**src/rtl/adder_alu.sv**
```systemverilog
// Parametrised arithmetic unit: ADD, SUB, running accumulator and shift-add MUL,
// launched on the rising edge of a synchronized start level.
module adder_alu #(
   parameter int WIDTH    = 8,
   parameter bit SATURATE = 1'b0
) (
   input  logic               clk,
   input  logic               rst,
   input  logic [WIDTH-1:0]   a,
   input  logic [WIDTH-1:0]   b,
   input  logic [1:0]         op,
   input  logic               start,
   input  logic               clr,
   output logic [2*WIDTH-1:0] result,
   output logic               carry,
   output logic               zero,
   output logic               busy,
   output logic               done
);

   localparam int CW = $clog2(WIDTH);
   localparam logic [CW-1:0] CNT_LAST = CW'(WIDTH - 1);
   localparam logic [CW-1:0] CNT_ONE  = CW'(1);

   localparam logic [1:0] OP_ADD = 2'b00;
   localparam logic [1:0] OP_SUB = 2'b01;
   localparam logic [1:0] OP_ACC = 2'b10;
   localparam logic [1:0] OP_MUL = 2'b11;

   typedef enum logic {
      IDLE = 1'b0,
      RUN  = 1'b1
   } state_t;

   state_t               state_q, state_d;
   logic                 start_q, start_d;
   logic [2*WIDTH-1:0]   result_q, result_d;
   logic                 carry_q, carry_d;
   logic                 done_q, done_d;
   logic [WIDTH-1:0]     acc_q, acc_d;
   logic [2*WIDTH-1:0]   mcand_q, mcand_d;
   logic [WIDTH-1:0]     mplier_q, mplier_d;
   logic [2*WIDTH-1:0]   prod_q, prod_d;
   logic [CW-1:0]        cnt_q, cnt_d;

   logic                 launch;
   logic [WIDTH:0]       add_sum;
   logic [WIDTH-1:0]     sub_diff;
   logic [WIDTH:0]       acc_sum;
   logic [WIDTH-1:0]     acc_new;
   logic [2*WIDTH-1:0]   prod_step;

   always_comb begin
      state_d   = state_q;
      start_d   = start;
      result_d  = result_q;
      carry_d   = carry_q;
      done_d    = 1'b0;
      acc_d     = acc_q;
      mcand_d   = mcand_q;
      mplier_d  = mplier_q;
      prod_d    = prod_q;
      cnt_d     = cnt_q;

      // An edge seen while a MUL is running is consumed by start_q and lost.
      launch    = start & ~start_q & (state_q == IDLE);
      add_sum   = {1'b0, a} + {1'b0, b};
      sub_diff  = a - b;
      acc_sum   = {1'b0, acc_q} + {1'b0, a};
      acc_new   = (SATURATE && acc_sum[WIDTH]) ? '1 : acc_sum[WIDTH-1:0];
      prod_step = prod_q + (mplier_q[0] ? mcand_q : '0);

      if (clr) begin
         state_d  = IDLE;
         result_d = '0;
         carry_d  = 1'b0;
         acc_d    = '0;
         prod_d   = '0;
         cnt_d    = '0;
      end else begin
         case (state_q)
            IDLE: begin
               if (launch) begin
                  case (op)
                     OP_ADD: begin
                        result_d = {{(WIDTH-1){1'b0}}, add_sum};
                        carry_d  = add_sum[WIDTH];
                        done_d   = 1'b1;
                     end
                     OP_SUB: begin
                        result_d = {{WIDTH{1'b0}}, sub_diff};
                        carry_d  = (a < b);
                        done_d   = 1'b1;
                     end
                     OP_ACC: begin
                        acc_d    = acc_new;
                        result_d = {{WIDTH{1'b0}}, acc_new};
                        carry_d  = acc_sum[WIDTH];
                        done_d   = 1'b1;
                     end
                     OP_MUL: begin
                        state_d  = RUN;
                        cnt_d    = '0;
                        prod_d   = '0;
                        mcand_d  = {{WIDTH{1'b0}}, a};
                        mplier_d = b;
                     end
                     default: ;
                  endcase
               end
            end
            RUN: begin
               prod_d   = prod_step;
               mcand_d  = mcand_q << 1;
               mplier_d = mplier_q >> 1;
               cnt_d    = cnt_q + CNT_ONE;
               if (cnt_q == CNT_LAST) begin
                  result_d = prod_step;
                  carry_d  = 1'b0;
                  done_d   = 1'b1;
                  state_d  = IDLE;
               end
            end
            default: state_d = IDLE;
         endcase
      end
   end

   always_ff @(posedge clk) begin
      if (rst) begin
         state_q  <= IDLE;
         start_q  <= 1'b1;
         result_q <= '0;
         carry_q  <= 1'b0;
         done_q   <= 1'b0;
         acc_q    <= '0;
         mcand_q  <= '0;
         mplier_q <= '0;
         prod_q   <= '0;
         cnt_q    <= '0;
      end else begin
         state_q  <= state_d;
         start_q  <= start_d;
         result_q <= result_d;
         carry_q  <= carry_d;
         done_q   <= done_d;
         acc_q    <= acc_d;
         mcand_q  <= mcand_d;
         mplier_q <= mplier_d;
         prod_q   <= prod_d;
         cnt_q    <= cnt_d;
      end
   end

   assign result = result_q;
   assign carry  = carry_q;
   assign zero   = (result_q == '0);
   assign busy   = (state_q == RUN);
   assign done   = done_q;

endmodule

```
**config.mk**
```make
export PLATFORM = sky130hd
export DESIGN_NAME = adder_alu
export DESIGN_NICKNAME = d
export VERILOG_FILES = /design/src/rtl/adder_alu.sv
export SDC_FILE = /design/constraint.sdc
export NUM_CORES = 1
export LEC_CHECK = 0
export BUFFER_PORTS_ARGS = -buffer_cell sky130_fd_sc_hd__buf_2
export CAP_MARGIN = 40
export CELL_PAD_IN_SITES_DETAIL_PLACEMENT = 0
export CELL_PAD_IN_SITES_GLOBAL_PLACEMENT = 1
export CORE_ASPECT_RATIO = 0.9
export CORE_MARGIN = 4
export CORE_UTILIZATION = 38
export CTS_CLUSTER_DIAMETER = 30
export DETAILED_ROUTE_END_ITERATION = 8
export GPL_TIMING_DRIVEN = 1
export PLACE_DENSITY_LB_ADDON = 0.1
export SYNTH_ARGS = -nofsm -noshare
export SYNTH_HDL_FRONTEND = slang
export SYNTH_SLANG_ARGS = --single-unit
```
**constraint.sdc**
```tcl
create_clock -name clk -period 3.2 [get_ports clk]
set_input_delay 0.48 -clock clk [delete_from_list [all_inputs] [get_ports clk]]
set_output_delay 0.48 -clock clk [all_outputs]
set_load 0.03 [all_outputs]
```
==> summary.md, run 1 <==
| Metric | Value |
|---|---|
| Maximum VDD drop | `0.312 mV` |
| Layout cells sized above 1 | `12.9%` |
| CTS H-Tree Depth | `3` |
| Vias in the first global route | `3,967` |
| Crit. End Element | `flip-flop` |
| RD Place Congestion | `0.882` |
| Worst EP required | `3440 ps` |
| Tmin final | `2690 ps` |
| TritonCTS Buffers | `9` |
| Setup TNS | `0 ps` |
| Yosys warns | `0` |
| Clk sinks | `71` |
| Final Util | `44.5%` |
| Async SR Flop Fraction | `0%` |
| Cell mode on critical path | `o21ai_0` |
| Total Die Area | `14,200 sq um` |
| Final Hold Viols | `0` |
| Final Cycle Share | `84.1%` |
| Cell chain of the critical path | `and2_1 -> ha_1 -> fa_1 -> a211oi_1 -> o21ai_0 -> a21oi_1 -> o21ai_0 -> xor2_1 -> a32o_1` |
| Sum of buffers and inverters on the critical path | `0` |
| Root buf cell | `clkbuf_16` |
| Drt total wl | `13,200 um` |
| Syn_area_per_cell | `8.23 sq um` |
| Top Family by Delay on Critical Path | `compound AO/OA/AOI/OAI gates` |
| Post-synthesis net count | `644` |
| Row count | `38` |
| Reg2Reg Setup Slack | `510 ps` |
| Total GRT Usage | `19.1%` |
| Largest net degree at the start of global routing | `44` |
| FILL cells | `1,265` |
| Kind of critical path | `flip-flop to flip-flop` |
| RSZ-0062 raised after global routing | `no` |
| Cts hold-fix bufs | `0` |
| Max-cap violation count | `0` |
| Post-CTS Setup Bufs | `0` |
| Worst hold path type | `primary input to flip-flop` |
| Cells after Synth | `572` |
| Maximum root-to-sink buffer count | `2` |
| Largest cells by area after synthesis | `dfxtp_1, ha_1, a21oi_1, nor2_1, a211oi_1` |
| N_diodes | `0` |
| Predominant post-synthesis flop cell | `dfxtp_1` |
| Global-route wire length before repair | `21,400 um` |
| GR Overflow Total | `0` |
| Routed vias/inst | `5.54` |
| CP Data Arrival Time | `2930 ps` |
| Die height | `114 um` |
| IO Count | `42` |
| Met3 usage | `3.98%` |
| P_leak | `0.00222 uW` |
| Mapped cell area | `4710 sq um` |
| Final nets | `672` |
| HPWL after DPL | `10,300 um` |
| # DRC | `0` |
| Seq/Total Area, Yosys | `30.2%` |
| CTS tree | `done` |
| Total number of vias | `4,235` |
| # resized after CTS | `0` |
| Cell taking the most area after synthesis | `dfxtp_1` |
| Share of the synthesized area in the top cell type | `30.2%` |
| Final setup viols | `0` |
| Outcome | `finished, final reports clean` |
| Antenna violations before repair | `0` |
| #FFs+latches synth | `71` |
| FMAX | `372 MHz` |
| DRT Pass-1 Iters | `4` |
| Met1 global-route usage | `29.0%` |
| Per-cell routed wire length | `17.3 um` |
| Crit start category | `flip-flop` |
| Initial drt markers | `231` |
| Chip width | `125 um` |
| Placed cell areas | `5040 sq um` |
| Clock slew at reported path FFs | `60 ps` |
| Rel. slew slack | `59.4%` |
| Routed Antenna Nets | `0` |
| Core Box Area | `12,100 sq um` |
| PD cells | `425 nW/um^2` |
| Port bufs | `41` |
| Initial Util | `39.0%` |
| Global routing's busiest layer | `met1` |
| Area delta synth->final | `14.2%` |
| Design Area, Final | `5380 sq um` |
| Slowest-stage cell, CP | `dfxtp_1` |
| Post-synth EDFFs | `0` |
| Layout Skew | `7.28 ps` |
| Worst-margin pin slew | `610 ps` |
| Critical path peak fanout | `17` |
| Synth unique cells | `57` |
| Slowest Stage Delay on Critical Path | `430 ps` |
| Worst-Skew Late Latency | `350 ps` |
| Grt met2 use | `27.1%` |
| Final slew viol count | `0` |
metal layers:
metal,up-vias,part of all wire [%]
met2,89,40
met3,13,4.6
met4,0,1.2
met5,-,0
met1,1989,54
li1,2144,-
where the power goes:
group	leakage [uW]	internal (uW)	switching (uW)
Combinational	0.00149	99.3	174
Sequential	0.000573	891	5.72
Clock	0.000155	707	406
per-stage QoR:
step                setup slack [ps]  power (uW)  hold WS (ps)  instances
finish                           509        2280           357        765
global route                     275        2370           352        765
CTS                              486        2310           337        765
detailed placement               481        1190           455        749
global placement                 518        1190           442        749
floorplan                        726        1100           432        572
registers in the layout (all words and copies together) (netlist names):
| signal | count |
|---|---|
| mplier_q | 8 |
| result | 16 |
| carry | 1 |
| mcand_q | 16 |
| prod_q | 16 |
| busy | 1 |
| done | 1 |
| cnt_q | 3 |
| acc_q | 8 |
| start_q | 1 |
cell usage after synthesis, types with 2 or more instances:
cell      instances
nand4_1           3
o22ai_1           2
nor3_1           10
a211oi_1         22
nor2_1           56
inv_1            26
a21oi_1          49
clkbuf_1         25
a311oi_1          3
nor4_1            4
a21o_1           10
dfxtp_1          71
and2_1           21
o21bai_1          5
nand3_1          11
xnor2_1          12
xor2_1           10
a22oi_1          17
a32o_1            8
o221ai_1          2
fa_1              4
buf_1             2
or3_1             5
and3_1            2
mux2i_1          16
ha_1             46
a31oi_1           7
o31ai_1           5
nand2_1          44
nand2b_1          7
a221oi_1          3
or2_2             6
o21ai_1           2
o21ai_0          23
nor2b_1           8
buf_2             4
cells by family after synthesis:
| family | synth area share, % |
|---|---|
| xor gates and xnor gates | 4.09 |
| and+or+nand+nor | 18.4 |
| DFF | 30.2 |
| AOI/OAI and AO/OA | 25.3 |
| adders and majority gates | 13.9 |
| buffers and inverters | 4.65 |
| muxes | 3.40 |
placed cells by master (no fill, tap or decap), drive strengths merged, types with 11 or more instances in the layout:
cell / synthesis / layout
nand2: 44 / 44
ha: 46 / 46
nor2: 56 / 56
mux2i: 16 / 16
dfxtp: 71 / 71
nand3: 11 / 11
buf: 6 / 48
xnor2: 12 / 12
a21oi: 49 / 49
o21ai: 25 / 25
and2: 22 / 22
inv: 26 / 27
a22oi: 17 / 17
a211oi: 23 / 23
area by class of cell:
class                           instances  area, sq um  share of cell area [%]
Sequential cell                        71         1420                    26.5
Timing Repair Buffer                   48          258                    4.79
Clock inverter                          6         92.6                    1.72
Inverter                               26         97.6                    1.82
Multi-Input combinational cell        444         3070                    57.0
Tap cell                              160          200                    3.72
Clock buffer                           10          239                    4.44
path summary, 6_finish.rpt:
kind,startpoint,endpoint,depth (start not counted)
max,mplier_q[0],prod_q[12],9
max reg2reg,mplier_q[0],prod_q[12],9
min,start,start_q,2
min reg2reg,mplier_q[7],mplier_q[7],2
Note: power is estimated with default switching activity, not from simulation.
==> run 2: changes to the inputs <==
clock period = 2.2 ns   (was 3.2 ns; I/O delays follow)
==> run 2 against run 1 <==
  * Worst setup slack lost 600 ps
  * Sequential power grew 45%
  * Routed wire length grew 9.6%
  * Largest power group unchanged
  * Final area grew 17%
  * Total power grew 42%
  * Critical path depth grew 1
  * The run now ends with setup timing left
  * Worst hold slack lost 150 ps
  * First-iteration DRC count grew 43%
  * Final cell count grew 11%
  * Largest cell class unchanged
  * Non-clock buffer count grew 82
  * Clock power grew 32%
==> summary.md, run 2 (same netlist as run 1, synthesis figures left out) <==
| Metric | Value |
|---|---|
| Total GRT Usage | `20.1% (was 19.1%)` |
| # DRC | `0 (unchanged)` |
| Port bufs | `41 (unchanged)` |
| PD cells | `517 nW/um^2 (was 425 nW/um^2)` |
| Combinational fraction of design power | `14.5% (was 12.0%)` |
| Chip width | `125 um (unchanged)` |
| Final slew viol count | `0 (unchanged)` |
| Global-route wire length before repair | `22,700 um (was 21,400 um)` |
| Final Util | `52.1% (was 44.5%)` |
| Outcome | `finished with violations (was finished, final reports clean)` |
| Sw Pwr | `869 uW (was 586 uW)` |
| Most frequent cells in the layout | `buf_4, dfxtp_1, nor2_1, nand2_1 (was dfxtp_1, nor2_1, a21oi_1, ha_1, nand2_1)` |
| Switching Share | `26.7% (was 25.7%)` |
| Crit start category | `flip-flop (unchanged)` |
| Crit. End Element | `flip-flop (unchanged)` |
| Drt total wl | `14,500 um (was 13,200 um)` |
| Worst flop-to-flop path startpoint | `mplier_q[0] (unchanged)` |
| Per-cell routed wire length | `17.1 um (was 17.3 um)` |
| Initial drt markers | `330 (was 231)` |
| Tmin final | `2290 ps (was 2690 ps)` |
| Routed Antenna Nets | `0 (unchanged)` |
| Routed vias/inst | `5.33 (was 5.54)` |
| Layout Skew | `7.57 ps (was 7.28 ps)` |
| Reg2Reg Setup Slack | `-90 ps (was 510 ps)` |
| DRT Pass-1 Iters | `4 (unchanged)` |
| Min-Delay Endpoint | `start_q (unchanged)` |
| Final setup viols | `8 (was 0)` |
| R2R depth | `10 (was 9)` |
| Initial Util | `39.0% (unchanged)` |
| Max-cap violation count | `0 (unchanged)` |
| Largest net degree at the start of global routing | `43 (was 44)` |
| Cts hold-fix bufs | `0 (unchanged)` |
| Clock group share of total power | `45.4% (was 48.8%)` |
| R2r endpoint | `prod_q[14] (was prod_q[12])` |
| Final nets | `754 (was 672)` |
| Beginning of the critical path | `mplier_q[0] (unchanged)` |
| Rel. slew slack | `54.4% (was 59.4%)` |
| Area delta synth->final | `33.7% (was 14.2%)` |
| P_leak | `0.00261 uW (was 0.00222 uW)` |
| Slowest Stage Delay on Critical Path | `380 ps (was 430 ps)` |
| Critical path peak fanout | `8 (was 17)` |
| Most common cell after layout, fill and taps aside | `buf_4 (was dfxtp_1)` |
| Worst-Skew Late Latency | `340 ps (was 350 ps)` |
| CP Data Arrival Time | `2530 ps (was 2930 ps)` |
| Row count | `38 (unchanged)` |
| Clk sinks | `71 (unchanged)` |
| Maximum root-to-sink buffer count | `2 (unchanged)` |
| Core Box Area | `12,100 sq um (unchanged)` |
| Vias in the first global route | `4,300 (was 3,967)` |
| Hold Path Depth | `2 (unchanged)` |
| RD Place Congestion | `0.850 (was 0.882)` |
| Root buf cell | `clkbuf_16 (unchanged)` |
| Cell chain of the critical path | `and2_4 -> buf_4 -> fa_2 -> a211oi_4 -> o21ai_2 -> nand4_1 -> nand2_1 -> a31oi_1 -> xnor2_1 -> a32o_1 (was and2_1 -> ha_1 -> fa_1 -> a211oi_1 -> o21ai_0 -> a21oi_1 -> o21ai_0 -> xor2_1 -> a32o_1)` |
| Place WS | `-260 ps (was 481 ps)` |
| FILL cells | `1,161 (was 1,265)` |
| Die height | `114 um (unchanged)` |
| Total number of vias | `4,516 (was 4,235)` |
| Placed cell areas | `5630 sq um (was 5040 sq um)` |
| CTS H-Tree Depth | `3 (unchanged)` |
| Final Cycle Share | `104% (was 84.1%)` |
| Worst-margin pin slew | `681 ps (was 610 ps)` |
| Layout cells sized above 1 | `30.4% (was 12.9%)` |
| Min-Delay Startpoint | `start (unchanged)` |
| Slowest-stage cell, CP | `fa_2 (was dfxtp_1)` |
| TritonCTS Buffers | `9 (unchanged)` |
| Internal Pwr Total | `2380 uW (was 1700 uW)` |
| Kind of critical path | `flip-flop to flip-flop (unchanged)` |
| Worst EP required | `2440 ps (was 3440 ps)` |
| Setup ws final | `-92.4 ps (was 509 ps)` |
| Reg power frac | `40.1% (was 39.3%)` |
| Failing checks | `setup timing` |
| FMAX | `436 MHz (was 372 MHz)` |
| N_diodes | `0 (unchanged)` |
| IO Count | `42 (unchanged)` |
| Total Power | `3250 uW (was 2280 uW)` |
| Maximum VDD drop | `0.650 mV (was 0.312 mV)` |
| Worst hold path type | `primary input to flip-flop (unchanged)` |
| Final Hold Viols | `0 (unchanged)` |
| Antenna violations before repair | `0 (unchanged)` |
| Hold slack | `205 ps (was 357 ps)` |
| Design Area, Final | `6290 sq um (was 5380 sq um)` |
| Clock slew at reported path FFs | `60 ps (about the same)` |
| HPWL after DPL | `11,100 um (was 10,300 um)` |
| Total Die Area | `14,200 sq um (unchanged)` |
| GR Overflow Total | `0 (unchanged)` |
| CTS tree | `done (unchanged)` |
| RSZ-0062 raised after global routing | `yes (was no)` |
run 2: changes by cell type in the layout (fill, tap and decap cells not counted), moves of 7 or more:
cell     delta
ha_1       -11
o21ai_0     -7
buf_4      +79
a21oi_2     +7
a21oi_1     -8
ha_4        +9
run 2: metal layers:
metal	global-route usage, %	routed length [um]	up-vias	share of wire [%]
li1	-	-	2288	-
met1	30.2	7700	2133	53
met2	29.3	6050	82	42
met3	4.07	609	13	4.2
met4	4.99	157	0	1.1
met5	0	0	-	0
run 2: per-stage QoR:
stage,TNS [ps],cells
floorplan,-89.4,572
global placement,-1350,821
detailed placement,-1820,822
CTS,-263,845
global route,-1480,847
finish,-274,847
run 2: area by class of cell:
cell class                      instances  area, sq um  area share, %
Clock inverter                          6         68.8           1.09
Multi-Input combinational cell        444         3380           53.7
Timing Repair Buffer                  130          888           14.1
Sequential cell                        71         1430           22.7
Inverter                               26         97.6           1.55
Tap cell                              160          200           3.18
Clock buffer                           10          229           3.64
run 2: worst max-delay path by stage:
stage,end,slack [ps],cells past startpoint
2_1_floorplan,prod_q[12],-40,10
3_3_place_gp,result[4],-240,12
3_5_place_dp,result[4],-260,12
4_1_cts,result[13],-60,10
5_1_grt,prod_q[14],-180,10
6_report,prod_q[14],-90,10
run 2: power by group through the flow:
stage               sequential (uW)  clock (uW)  combinational [uW]
finish                         1300        1470                 473
floorplan                      1340           0                 263
detailed placement             1330           0                 457
global placement               1330           0                 454
CTS                            1300        1520                 468
global route                   1300        1570                 519
run 2: repair_timing:
action | CTS | global route
resized for setup | 22 | 34
endpoints found under the setup margin | 13 | 21
pin swaps | 18 | 22
setup buffers | 7 | 2
run 2: worst max-delay path: cells and delay by family (launching register included):
kind	cells	cell delay [ps]
DFF	1	360
AOI/OAI and AO/OA	4	850
and+or+nand+nor	3	320
xor gates and xnor gates	1	150
adders and majority gates	1	380
buffers and inverters	1	130
